$ cat config.mk
export PLATFORM = sky130hd
export DESIGN_NAME = mcycle_muldiv
export DESIGN_NICKNAME = d
export VERILOG_FILES = /design/src/rtl/mcycle_muldiv.sv
export SDC_FILE = /design/constraint.sdc
export NUM_CORES = 1
export LEC_CHECK = 0
export CAP_MARGIN = 20
export CELL_PAD_IN_SITES_DETAIL_PLACEMENT = 0
export CELL_PAD_IN_SITES_GLOBAL_PLACEMENT = 1
export CORE_MARGIN = 5
export CORE_UTILIZATION = 42
export DETAILED_ROUTE_END_ITERATION = 8
export PLACE_DENSITY_LB_ADDON = 0.08
export SLEW_MARGIN = 10
export SYNTH_ARGS = -nofsm -noshare
export SYNTH_HDL_FRONTEND = slang
export SYNTH_SLANG_ARGS = --single-unit
$ cat constraint.sdc
create_clock -name CLK -period 4 [get_ports CLK]
set_input_delay 0.8 -clock CLK [delete_from_list [all_inputs] [get_ports CLK]]
set_output_delay 0.8 -clock CLK [all_outputs]
set_load 0.05 [all_outputs]
$ cat src/rtl/mcycle_muldiv.sv
// Purpose: iterative radix-2 multiply (shift-add) / divide (restoring) unit beside the ALU.
// Latency: Start at edge k -> Busy cycles k+1..k+WIDTH+1, Done pulse and results in cycle k+WIDTH+2.
// Backpressure: none; Busy stalls the pipeline, Start is ignored unless the unit is idle.
// Ports: CLK/RESET (sync, active high); Start + MCycleOp {signed, divide} + Operand1 (Rn) /
//        Operand2 (shifter output) request an operation; Result1 = product low / quotient,
//        Result2 = product high / remainder; Busy while in flight; Done one-cycle valid pulse.
module mcycle_muldiv #(
    parameter int WIDTH = 32
) (
    input  logic             CLK,
    input  logic             RESET,
    input  logic             Start,
    input  logic [1:0]       MCycleOp,
    input  logic [WIDTH-1:0] Operand1,
    input  logic [WIDTH-1:0] Operand2,
    output logic [WIDTH-1:0] Result1,
    output logic [WIDTH-1:0] Result2,
    output logic             Busy,
    output logic             Done
);
    localparam int CW = $clog2(WIDTH);
    localparam logic [CW-1:0] LAST = CW'(WIDTH - 1);

    typedef enum logic [1:0] {IDLE, COMPUTE, FINISH} state_t;

    state_t state, stateNext;

    logic [CW-1:0]    cnt;
    logic             isDiv;
    logic             signDiff;   // operand signs differ (signed mode only)
    logic             dividendNeg;
    logic [WIDTH-1:0] op1Raw;     // kept for the divide-by-zero remainder
    logic [WIDTH-1:0] magA;       // |Operand1|: multiplicand / dividend
    logic [WIDTH-1:0] magB;       // |Operand2|: multiplier / divisor
    logic [WIDTH-1:0] accHi;      // partial product high / running remainder
    logic [WIDTH-1:0] accLo;      // multiplier bits shifting out / quotient bits shifting in

    // Operand magnitudes at the Start edge. The most-negative value negates to itself,
    // which read as unsigned is already the correct magnitude.
    logic             op1Neg, op2Neg;
    logic [WIDTH-1:0] op1Mag, op2Mag;

    always_comb begin
        op1Neg = MCycleOp[1] & Operand1[WIDTH-1];
        op2Neg = MCycleOp[1] & Operand2[WIDTH-1];
        op1Mag = op1Neg ? -Operand1 : Operand1;
        op2Mag = op2Neg ? -Operand2 : Operand2;
    end

    // One iteration of each algorithm.
    logic [WIDTH:0]     mulSum;
    logic [WIDTH:0]     divShift;
    logic [WIDTH:0]     divDiff;
    logic               divGeq;
    logic [2*WIDTH-1:0] prodRaw, prodFinal;
    logic [WIDTH-1:0]   quotFinal, remFinal;

    always_comb begin
        mulSum    = {1'b0, accHi} + {1'b0, (accLo[0] ? magA : {WIDTH{1'b0}})};
        divShift  = {accHi, accLo[WIDTH-1]};
        divGeq    = divShift >= {1'b0, magB};
        divDiff   = divShift - {1'b0, magB};
        prodRaw   = {accHi, accLo};
        prodFinal = signDiff ? -prodRaw : prodRaw;
        quotFinal = signDiff ? -accLo : accLo;
        remFinal  = dividendNeg ? -accHi : accHi;
    end

    always_ff @(posedge CLK) begin
        if (RESET) state <= IDLE;
        else       state <= stateNext;
    end

    always_comb begin
        stateNext = state;
        case (state)
            IDLE:    if (Start) stateNext = COMPUTE;
            COMPUTE: if (cnt == LAST) stateNext = FINISH;
            FINISH:  stateNext = IDLE;
            default: stateNext = IDLE;
        endcase
    end

    always_ff @(posedge CLK) begin
        if (RESET) begin
            cnt         <= '0;
            isDiv       <= 1'b0;
            signDiff    <= 1'b0;
            dividendNeg <= 1'b0;
            op1Raw      <= '0;
            magA        <= '0;
            magB        <= '0;
            accHi       <= '0;
            accLo       <= '0;
            Result1     <= '0;
            Result2     <= '0;
            Busy        <= 1'b0;
            Done        <= 1'b0;
        end else begin
            Done <= 1'b0;
            case (state)
                IDLE: begin
                    if (Start) begin
                        cnt         <= '0;
                        isDiv       <= MCycleOp[0];
                        signDiff    <= op1Neg ^ op2Neg;
                        dividendNeg <= op1Neg;
                        op1Raw      <= Operand1;
                        magA        <= op1Mag;
                        magB        <= op2Mag;
                        accHi       <= '0;
                        // Multiply shifts the multiplier out of accLo; divide shifts the dividend out.
                        accLo       <= MCycleOp[0] ? op1Mag : op2Mag;
                        Busy        <= 1'b1;
                    end
                end
                COMPUTE: begin
                    cnt <= cnt + 1'b1;
                    if (isDiv) begin
                        // Remainder stays below magB, so the difference always fits WIDTH bits.
                        accHi <= divGeq ? divDiff[WIDTH-1:0] : divShift[WIDTH-1:0];
                        accLo <= {accLo[WIDTH-2:0], divGeq};
                    end else begin
                        {accHi, accLo} <= {mulSum, accLo[WIDTH-1:1]};
                    end
                end
                FINISH: begin
                    Busy <= 1'b0;
                    Done <= 1'b1;
                    if (!isDiv) begin
                        {Result2, Result1} <= prodFinal;
                    end else if (magB == '0) begin
                        Result1 <= '1;
                        Result2 <= op1Raw;
                    end else begin
                        Result1 <= quotFinal;
                        Result2 <= remFinal;
                    end
                end
                default: ;
            endcase
        end
    end
endmodule

==> metrics.md <==
| Metric | Value |
|---|---|
| Outcome | complete, no violations |
| Final Setup Violations | 0 |
| Fraction of synthesis flops using an asynchronous set or reset pin | 0% |
| Placed standard-cell area | 19,100 sq um |
| CTS tree | yes |
| Fillers | 4,021 |
| Die X-Extent | 210 um |
| Vias/cell | 5.98 |
| Detail Route Antenna Nets | 0 |
| Largest net degree at the start of global routing | 97 |
| Seq/Total Area, Yosys | 27.9% |
| Final min period | 3670 ps |
| Unrepaired setup endpoints after global routing | false |
| Max clock buf depth | 3 |
| Detailed placer's ending HPWL | 52.9 mm |
| Placed cells | 2,854 |
| Critical Path AT | between 4000 and 5000 ps |
| Setup total negative slack | 0 ps |
| Number of synthesized flops with an enable pin | 0 |
| Worst min path class | register to register |
| Logic pwr share | 26.6% |
| Max VDD drop | approximately 0.28 mV |
| Power per cell area | 355 nW/um^2 |
| Fin crit share | 91.8% |
| Core area | 39,700 sq um |
| Drt pass-1 iters | 5 |
| Die Area | 44,200 sq um |
| Most frequent cells in the layout | 257 x nand2_1, 241 x nor2_1, 233 x dfxtp_1 |
| Layout area overhead | 19.2% |
| Vias in the first global route | 16,500 |
| Num Clock Sinks | 235 |
| DRT Wirelength | around 68 mm |
| Commonest non-fill, non-tap cell in the layout | nand2_1 |
| Number of library cell types mapped by synthesis | 68 |
| Cell Area, Synth | roughly 17,000 sq um |
| WP data required | 4440 ps |
| Count of boundary I/O pins | 135 |
| GRT Residual Overflow | 0 |
| Row count | 73 |
| Power Internal | around 4.7 mW |
| Startpoint Class | register |
| Hold Slack | around 450 ps |
| Total number of vias | 17,400 |
| PortBufs | 134 |
| Initial antenna violation count | 0 |
| DRC | 0 |
| Yosys reg bits | 235 |
| Maximum clock rate | 0.272 GHz |
| Drt initial violations | 1,557 |
| Clock transition at path regs | 60 ps |
| Final Max Tran Viols | 0 |
| Switching fraction of total power | 34.6% |
| Clock Latency Late Sink | a little under 600 ps |
| Static leakage | 7.90 nW |
| H-tree levels | 1 |
| Clock power frac | 36.7% |
| Max-Cap Viols | 0 |
| Rel. slew slack | 26.2% |
| Post-CTS sizing | 0 |
| Final core area utilization | 50.5% |
| Fin area | 20,100 sq um |
| Root buf cell | clkbuf_16 |
| CTS buffer count | 29 |
| Initial Util | around 42% |
| Layout Cells excl Fill | about 2,900 |
| Antenna fix cells | 0 |
| Post-CTS Setup Inserts | 0 |
| Yosys warnings | 0 |
| Max FO, Critical Path | 9 |
| Tot GR Track Use | 29.6% |
| Per-cell routed wire length | 23.5 um |
| Height of the die | 210 um |
| Sequential power share | 36.7% |
| Syn avg cell area | approximately 7.5 sq um |
| Fin nets | between 2,000 and 3,000 |
| Synthesized Nets | roughly 2,400 |
| Crit. End Element | register |
| Slew at the pin closest to its max-slew limit | 1100 ps |
| Synth Instances | 2,248 |
| Clk_skew | 20.2 ps |
| Share of cells above drive strength 1 | 8.35% |
| Gp weighted congestion | roughly 0.94 |
| Setup CP Type | register to register |
| Hold-fix buffers, CTS | 0 |
| Hold Vio Cnt, Final | 0 |
| NetSw | roughly 2.5 mW |
| Top FF cell, synth | dfxtp_1 |
| First-pass GRT wire length | ~100 mm |
metal layers:
layer  share of wire, %  up-vias  global-route usage (%)
met5                  0        -                       0
met4                3.3        0                    8.33
met3                6.3      117                    4.84
met2                 45      591                    47.7
met1                 45     8407                    41.0
li1                   -     8271                       -
cells in the mapped netlist, types with 25 or more instances:
| master | n | area share [%] |
|---|---|---|
| dfxtp_1 | 235 | 28 |
| xnor2_1 | 100 | 5.2 |
| nor2_1 | 241 | 5.4 |
| or3_1 | 25 | 0.93 |
| and2_1 | 47 | 1.7 |
| nand2_1 | 258 | 5.7 |
| ha_1 | 70 | 5.2 |
| nor3_1 | 39 | 1.2 |
| clkbuf_1 | 154 | 3.4 |
| inv_1 | 67 | 1.5 |
| a211oi_1 | 129 | 5.7 |
| o31ai_1 | 29 | 1.3 |
| o21ai_0 | 128 | 3.8 |
| a21o_1 | 35 | 1.6 |
| o211ai_1 | 37 | 1.6 |
| mux2i_1 | 72 | 4.3 |
| xor2_1 | 97 | 5.0 |
| a21oi_1 | 192 | 5.7 |
critical path: stages, from the launching register on:
cell and delay, ps:
dfxtp_1 610, inv_1 240, fa_1 500, nor2b_1 180, o31a_1 180, o211ai_1 130, a211oi_1 360, buf_4 180
o221ai_1 210, o21ai_0 340, buf_4 190, a31oi_1 90, xor2_1 180, o221ai_1 130
registers in the layout, summed over array words and instances, names as in the netlist:
| name | count |
|---|---|
| accHi | 32 |
| state | 2 |
| magB | 32 |
| isDiv | 1 |
| accLo | 32 |
| Result2 | 32 |
| Done | 1 |
| Busy | 1 |
| op1Raw | 32 |
| signDiff | 1 |
| Result1 | 32 |
| magA | 31 |
| cnt | 5 |
| dividendNeg | 1 |
power groups by stage:
| stage | logic [mW] | clock network (mW) | registers [mW] |
|---|---|---|---|
| final | 1.89 | 2.62 | 2.62 |
| after global routing | 2.05 | 2.75 | 2.63 |
| after CTS | 1.87 | 2.65 | 2.61 |
| after detailed placement | 1.86 | 0 | 2.66 |
| after global placement | 1.85 | 0 | 2.66 |
| after floorplan | 1.20 | 0 | 2.60 |
cell families after synthesis:
logic type	count (synthesis)	synth area share, %
AOI/OAI and AO/OA	676	25.9
xor gates and xnor gates	197	10.2
adders and majority gates	72	5.44
buffers and inverters	241	5.46
DFF	235	27.9
muxes	76	4.55
and+or+nand+nor	751	20.5
worst paths after layout:
| check | start | cells after the start | slack (ps) | endpoint |
|---|---|---|---|---|
| setup reg to reg | accHi[1] | 13 | 330 | accHi[25] |
| hold / removal | op1Raw[28] | 2 | 450 | op1Raw[28] |
| hold reg to reg | op1Raw[28] | 2 | 450 | op1Raw[28] |
| setup / recovery | accHi[1] | 13 | 330 | accHi[25] |
area by class of cell:
type | instances | area, sq um | area share (%)
multi-input combinational | 1772 | 11200 | 56.0
clock inverter | 12 | 92.6 | 0.461
sequential | 235 | 4710 | 23.5
tap | 525 | 657 | 3.27
clock buffer | 41 | 841 | 4.19
inverter | 67 | 251 | 1.25
timing repair buffer | 255 | 2280 | 11.4
per-stage QoR:
stage,worst slack (ps),total power [mW]
3_5_place_dp,123,4.52
2_1_floorplan,640,3.80
4_1_cts,382,7.13
3_3_place_gp,118,4.52
5_1_grt,8.46,7.42
6_report,329,7.13
No activity file was read; power rests on OpenSTA's default activity.
